--- config.mk ---
export PLATFORM = sky130hd
export DESIGN_NAME = setting_mode_controller_multi
export DESIGN_NICKNAME = d
export VERILOG_FILES = /design/src/rtl/setting_mode_controller_multi.sv
export SDC_FILE = /design/constraint.sdc
export NUM_CORES = 1
export LEC_CHECK = 0
export BUFFER_PORTS_ARGS = -buffer_cell sky130_fd_sc_hd__buf_2
export CAP_MARGIN = 25
export CORE_UTILIZATION = 30
export CTS_BUF_LIST = sky130_fd_sc_hd__clkbuf_8
export DETAILED_ROUTE_END_ITERATION = 12
export GPL_TIMING_DRIVEN = 0
export SLEW_MARGIN = 40
export SYNTH_ARGS = -nofsm -noshare
export SYNTH_HDL_FRONTEND = slang
export SYNTH_SLANG_ARGS = --single-unit
--- constraint.sdc ---
create_clock -name clk -period 1.2 [get_ports clk]
set_input_delay 0.12 -clock clk [delete_from_list [all_inputs] [get_ports clk]]
set_output_delay 0.12 -clock clk [all_outputs]
set_load 0.005 [all_outputs]
--- src/rtl/setting_mode_controller_multi.sv ---
// Multi-channel key-event classifier for the setting-mode path: each key is
// synchronised, debounced and turned into press / short / long pulses while live.
`ifndef MODE_WIDTH
`define MODE_WIDTH 3
`endif
`ifndef STAND_MODE
`define STAND_MODE 3'd2
`endif

module setting_mode_controller_multi #(
    parameter int                    NUM_CH            = 4,
    parameter int                    MODE_WIDTH        = `MODE_WIDTH,
    parameter logic [MODE_WIDTH-1:0] ACTIVE_MODE       = `STAND_MODE,
    parameter int                    DEBOUNCE_CYCLES   = 4,
    parameter int                    LONG_PRESS_CYCLES = 16
) (
    input  logic                  clk,
    input  logic                  rst,
    input  logic [MODE_WIDTH-1:0] current_mode,
    input  logic [NUM_CH-1:0]     ch_enable,
    input  logic [NUM_CH-1:0]     key_in,
    output logic [NUM_CH-1:0]     press_pulse,
    output logic [NUM_CH-1:0]     short_pulse,
    output logic [NUM_CH-1:0]     long_pulse,
    output logic [NUM_CH-1:0]     key_held,
    output logic                  any_event
);
    localparam int DW = (DEBOUNCE_CYCLES > 1) ? $clog2(DEBOUNCE_CYCLES) : 1;
    localparam int HW = $clog2(LONG_PRESS_CYCLES);

    typedef enum logic [1:0] {IDLE, PRESSED, LONG_HELD} st_t;

    logic [NUM_CH-1:0] live;
    logic [NUM_CH-1:0] ev_nxt;

    assign live = (current_mode == ACTIVE_MODE) ? ch_enable : '0;

    for (genvar i = 0; i < NUM_CH; i++) begin : g_ch
        logic          s1, s2, deb;
        logic          pp, sp, lp;
        logic          press_c, short_c, long_c;
        logic [DW-1:0] dcnt;
        logic [HW-1:0] hcnt;
        st_t           st;

        // Pulse terms shared by the lane registers and the any_event register
        always_comb begin
            press_c = live[i] && (st == IDLE) && deb;
            short_c = live[i] && (st == PRESSED) && !deb;
            long_c  = live[i] && (st == PRESSED) && deb && (hcnt == HW'(LONG_PRESS_CYCLES-1));
        end

        always_ff @(posedge clk) begin
            if (rst) begin
                s1   <= 1'b0;
                s2   <= 1'b0;
                deb  <= 1'b0;
                dcnt <= '0;
                hcnt <= '0;
                st   <= IDLE;
                pp   <= 1'b0;
                sp   <= 1'b0;
                lp   <= 1'b0;
            end else begin
                s1 <= key_in[i];
                s2 <= s1;
                pp <= press_c;
                sp <= short_c;
                lp <= long_c;
                if (!live[i]) begin
                    // Dropping out of live discards any event in flight
                    deb  <= 1'b0;
                    dcnt <= '0;
                    hcnt <= '0;
                    st   <= IDLE;
                end else begin
                    if (s2 == deb) begin
                        dcnt <= '0;
                    end else if (dcnt == DW'(DEBOUNCE_CYCLES-1)) begin
                        deb  <= s2;
                        dcnt <= '0;
                    end else begin
                        dcnt <= dcnt + 1'b1;
                    end

                    case (st)
                        IDLE: begin
                            if (deb) begin
                                st   <= PRESSED;
                                hcnt <= '0;
                            end
                        end
                        PRESSED: begin
                            // Release takes priority over reaching the long threshold
                            if (!deb)
                                st <= IDLE;
                            else if (hcnt == HW'(LONG_PRESS_CYCLES-1))
                                st <= LONG_HELD;
                            else
                                hcnt <= hcnt + 1'b1;
                        end
                        LONG_HELD: begin
                            if (!deb)
                                st <= IDLE;
                        end
                        default: st <= IDLE;
                    endcase
                end
            end
        end

        assign press_pulse[i] = pp;
        assign short_pulse[i] = sp;
        assign long_pulse[i]  = lp;
        assign key_held[i]    = deb;
        assign ev_nxt[i]      = press_c | short_c | long_c;
    end

    always_ff @(posedge clk) begin
        if (rst)
            any_event <= 1'b0;
        else
            any_event <= |ev_nxt;
    end
endmodule
==> After elaboration in Yosys (flattened, before gate mapping) <==
Cells that the tools add are included.
{ "op_classes": {"reduce_logical": 57, "n_addsub": 8, "n_eq_ne": 41, "n_mux": 37, "bitwise": 16} }
{ "op_table": {"columns": ["cell", "n"], "rows": [
  ["two-way mux 4 bit", 13],
  ["two-way mux 2 bit", 16],
  ["!= test 2 bit (second input constant)", 16],
  ["case mux 4 bit (2 select lines)", 4],
  ["logical AND 1 bit", 24],
  ["case mux 2 bit (3 select lines)", 4],
  ["OR reduction 4 bit", 5],
  ["adder 4 x 1 -> 4 bit (second input constant)", 4],
  ["equality test 2 bit (second input constant)", 8],
  ["equality test 4 bit (second input constant)", 4],
  ["AND reduction 4 bit", 4],
  ["!= test 3 x 2 -> 1 bit (second input constant)", 4],
  ["AND reduction 3 bit", 4],
  ["adder 2 x 1 -> 2 bit (second input constant)", 4],
  ["equality test 2 x 1 -> 1 bit (second input constant)", 4],
  ["logical NOT 2 bit", 4],
  ["inverter 1 bit", 8],
  ["bitwise OR 1 bit", 8],
  ["AND reduction 2 bit", 4],
  ["nonzero test 2 bit", 4],
  ["OR reduction 2 bit", 4],
  ["equality test 1 bit", 4],
  ["logical NOT 1 bit", 4],
  ["equality test 3 x 2 -> 1 bit (second input constant)", 1]
]} }
{ "word_totals": {"reg_bits": 57, "wordCells": 196, "input_bits": 13, "out_inout_bits": 17} }

==> Longest topological paths before layout <==
{ "logic_depth": {"word_depth": 7, "ltp_mapped": 5} }

==> Worst setup path before layout <==
No wires, ideal clock.
{ "synth_timing": {"kind": "register to register", "startpoint": "reg g_ch[2].deb", "endpoint": "reg g_ch[2].hcnt[3]", "t_required_ps": 1130, "path_buffers": 1, "period_less_slack_ps": 1292, "arrival_time_ps": 1222, "path_slack_ps": -92, "stages_incl_launch_ff": 6, "path_cell_list": "dfxtp_1 > clkbuf_2 > nand2b_1 > or3_1 > a21bo_2 > a21oi_1"} }
{ "synth_via": {"elab_chain_cells": 2, "word_cells_on_any_way": 3, "cone_classes": "2 x eq/ne; 1 x reduce/logical"} }
{ "synth_rtl": {"columns": ["element", "line_no", "source"], "rows": [
  ["start, declared", "39", "logic s1, s2, deb;"],
  ["start signal, assigned", "57", "deb <= 1'b0;"],
  ["start signal, assigned", "72", "deb <= 1'b0;"],
  ["start signal, assigned", "80", "deb <= s2;"],
  ["!= test 2 bit (no line)", null, null],
  ["AND reduction 4 bit (no line) (*)", null, null],
  ["end signal, assigned", "100", "hcnt <= hcnt + 1'b1;"],
  ["end, declared", "43", "logic [HW-1:0] hcnt;"]
]} }
Every way passes the cells marked *; elsewhere a longest branch is shown, timed or not.
A chain may end at the register's enable or synchronous reset.

==> Final worst setup path <==
{ "layout_timing": {"startpoint": "reg g_ch[1].hcnt[0]", "endpoint": "reg g_ch[1].st[1]"} }
{ "layout_via": {"elab_chain_cells": 3} }
{ "layout_rtl": {"columns": ["element", "line_no", "source"], "rows": [
  ["start, declared", "43", null],
  ["start signal, assigned", "100", null],
  ["equality test 4 bit", "97", "else if (hcnt == HW'(LONG_PRESS_CYCLES-1))"],
  ["!= test 3 x 2 -> 1 bit (no line)", null, null],
  ["AND reduction 3 bit (no line)", null, null],
  ["end signal, assigned", "96", "st <= IDLE;"],
  ["end signal, assigned", "98", "st <= LONG_HELD;"],
  ["end signal, assigned", "104", "st <= IDLE;"],
  ["end, declared", "44", "st_t st;"]
]} }
No other way between the ends.

==> metrics.md <==
| Metric | Value |
|---|---|
| Status | finished, violations left |
| Failing checks | setup timing |
| Total grt overflow | 0 |
| Skew final | just over 7 ps |
| RD Place Congestion | 0.716 |
| Via count of the first global-routing pass | 1801 |
| Final nets | approximately 330 |
| Setup Total Neg Slack | -412 ps |
| Die Y | 91.6 um |
| Core area | 7770 um^2 |
| Final period util | 1.08 |
| Tightest Pin Transition | roughly 330 ps |
| P&R area growth vs syn | 39.4% |
| Vias | about 1900 |
| Most used DFF post-synth | dfxtp_1 |
| Pleak | 0.00126 uW |
| Mapped cell area | around 2400 um^2 |
| Setup crit start kind | flip-flop |
| Req. time, crit path | roughly 1500 ps |
| Critical path launch point | g_ch[1].hcnt[0] |
| Internal Power | approximately 3400 uW |
| First DRT Iteration DRCs | 53 |
| Area contributors post-synth | dfxtp_1 47%, buf_4 5.6%, ha_1 4.2%, nor2_1 3.0%, xor2_1 2.9% |
| Cells on worst reg2reg path | 4 |
| Post-synth cell types | 38 |
| Max-Slew Margin vs Limit | 0.777 |
| Final Hold Viols | 0 |
| R2r setup slk | -90 ps |
| Comb power frac | 0.020 |
| Share of cells above drive strength 1 | 0.441 |
| Post-Synthesis Cells | around 250 |
| Leading area contributor after synthesis | dfxtp_1 |
| TritonCTS Buffers | 9 |
| Area share of the leading cell type in the synthesized netlist | 0.474 |
| Worst Path Arrival | around 1600 ps |
| H-tree depth | 3 |
| F_max | around 770 MHz |
| Register bit count reported by yosys | 57 |
| Power per Cell Area | about 1200 nW/um^2 |
| Tmin final | ~1300 ps |
| PortBufs | 29 |
| CTS Buffer Depth | 2 |
| Syn_nets | between 200 and 300 |
| CTS tree | yes |
| Final worst slack | -93.2 ps |
| IO Pins | 30 |
| Clk_lat worst skew | between 300 and 400 ps |
| RSZ-0062 raised after global routing | yes |
| Starting Density | 0.310 |
| Clock share of power | 0.524 |
| Crit path max fanout | 6 |
| Synth warn | 0 |
| RR Endpoint | g_ch[1].st[1] |
| Wirelength, routed | ~4800 um |
| Reg power frac | 0.456 |
| Antenna fix cells | 0 |
| Async SR Flop Fraction | 0 |
| End of the critical path | g_ch[1].st[1] |
| Initial antenna violation count | 0 |
| Worst r2r src | g_ch[1].hcnt[0] |
| DP Area | 2770 um^2 |
| # setup viols final | 9 |
| Die area | between 8000 and 9000 um^2 |
| Critical path type | flip-flop to flip-flop |
| Worst hold slack | about 74 ps |
| Syn_area_per_cell | slightly below 10 um^2 |
| Die extent in x | a little over 90 um |
| Peak supply drop | 533 uV |
| DP Wirelength | 3130 um |
| Largest net degree at the start of global routing | 11 |
| Sequential cell area fraction in the yosys report | 0.474 |
| Vias per inst | between 4 and 5 |
| Hold Crit Class | input port to flip-flop |
| Rows | 32 |
| Antenna-violating nets left | 0 |
| EDFF count, synth | 0 |
| Drt pass-1 iters | 4 |
| WL/cell | between 10 and 15 um |
| Max Cap Viol | 0 |
| CTS clk-pin slew, worst paths | ~70 ps |
| DRC Markers | 0 |
| First-pass GRT wire length | 8070 um |
| Critical Path Sink Type | flip-flop |
| All-Layer GR Usage | 0.123 |
| Final Max Slew Viols | 0 |
| Root Buffer | clkbuf_8 |
| Power Total | about 4200 uW |
| Clk sinks | 57 |
| NetSw | 802 uW |
| Switching Share | 0.193 |
| Fin area | roughly 3400 um^2 |
==> per-stage QoR <==
stage / utilization / setup WS (ps) / std cells
4_1_cts: 0.412 / -97.0 / 410
3_5_place_dp: 0.356 / -352 / 377
2_1_floorplan: - / -4.84 / 246
5_1_grt: 0.433 / -142 / 413
3_3_place_gp: 0.356 / -365 / 377
6_report: 0.433 / -93.2 / 413
==> what timing repair did <==
item                                   in CTS  in global routing
setup endpoints to repair                  20                 31
endpoints found under the hold margin       4                  0
setup buffers                              17                  4
hold buffers                                4                  0
pin swaps                                  15                 21
gates resized for setup                    17                 35
==> worst max-delay path, stage by stage, from the launching register on <==
cell and delay (ps):
dfxtp_2 350, ha_4 140, nand4_1 230, mux2_4 360, nor3b_2 150
==> kinds of logic (layout without fill, tap and decap cells) <==
family	Yosys count	in the layout	synth area share
XOR/XNOR	12	12	0.0436
AO/OA/AOI/OAI	24	24	0.0623
multiplexers	7	7	0.0301
adder cells (fa/ha/maj)	8	8	0.0415
flip-flops	57	57	0.474
buffers and inverters	26	91	0.0696
AND/OR/NAND/NOR	112	112	0.279
==> cells in the mapped netlist, types with 4 or more instances <==
cell type and number:
nand4_1 6, nor2_1 19, buf_4 18, nor3b_1 5
ha_1 8, xor2_1 8, mux2i_1 5, dfxtp_1 57
nor2b_1 6, a21oi_1 8, nor3_1 8, and3_1 4
and2b_1 8, xnor2_1 4, nand2b_1 9, nand3_1 13
nor4b_1 5, o21ai_0 6, nand2_1 15
==> cell usage in the layout, fill, tap and decap left out, drive strengths merged, types with 6 or more instances in the layout <==
| cell | instances |
|---|---|
| o21ai | 6 |
| and2b | 8 |
| a21oi | 8 |
| nor2 | 19 |
| nand3 | 13 |
| nor2b | 6 |
| nand2b | 9 |
| nand2 | 17 |
| nand4 | 6 |
| clkbuf | 10 |
| buf | 68 |
| dfxtp | 57 |
| nor3 | 8 |
| nor4b | 6 |
| ha | 8 |
| xor2 | 8 |
==> power groups by stage <==
stage | Clock (uW) | Sequential [uW] | Combinational, uW
after global placement | 0 | 1950 | 69.5
after CTS | 2240 | 1910 | 79.8
after global routing | 2310 | 1900 | 90.6
after detailed placement | 0 | 1950 | 69.9
after floorplan | 0 | 1950 | 31.8
final | 2180 | 1900 | 82.2
==> worst min path at each step <==
stage | slack (ps) | start | endpoint | cells past startpoint
5_1_grt | 70 | ch_enable[3] | g_ch[3].dcnt[1] | 3
3_5_place_dp | 330 | key_in[3] | g_ch[3].s1 | 2
3_3_place_gp | 330 | key_in[3] | g_ch[3].s1 | 2
2_1_floorplan | 190 | rst | g_ch[0].s1 | 1
6_report | 70 | rst | g_ch[0].s1 | 2
4_1_cts | 50 | rst | g_ch[0].s1 | 2
==> flip-flops by register name, summed over array words and instances, names as in the netlist <==
| signal | count |
|---|---|
| g_ch.pp | 4 |
| g_ch.hcnt | 16 |
| any_event | 1 |
| g_ch.lp | 4 |
| g_ch.s2 | 4 |
| g_ch.s1 | 4 |
| g_ch.sp | 4 |
| g_ch.st | 8 |
| g_ch.deb | 4 |
| g_ch.dcnt | 8 |
==> per-layer routing <==
metal | track usage | vias up | wire length, um
li1 | - | 962 | -
met1 | 0.160 | 852 | 2360
met2 | 0.186 | 34 | 2170
met3 | 0.0315 | 10 | 155
met4 | 0.0635 | 0 | 71
met5 | 0 | - | 0
==> cell type report <==
type	count	area, um^2
buffer	19	140
clock buffer	10	138
timing repair buffer	53	354
inverter	3	11.3
clock inverter	6	106
multi-input combinational	163	1310
sequential	57	1170
fill	772	4410
tap	102	128
Power figures use the tool's default switching activity.
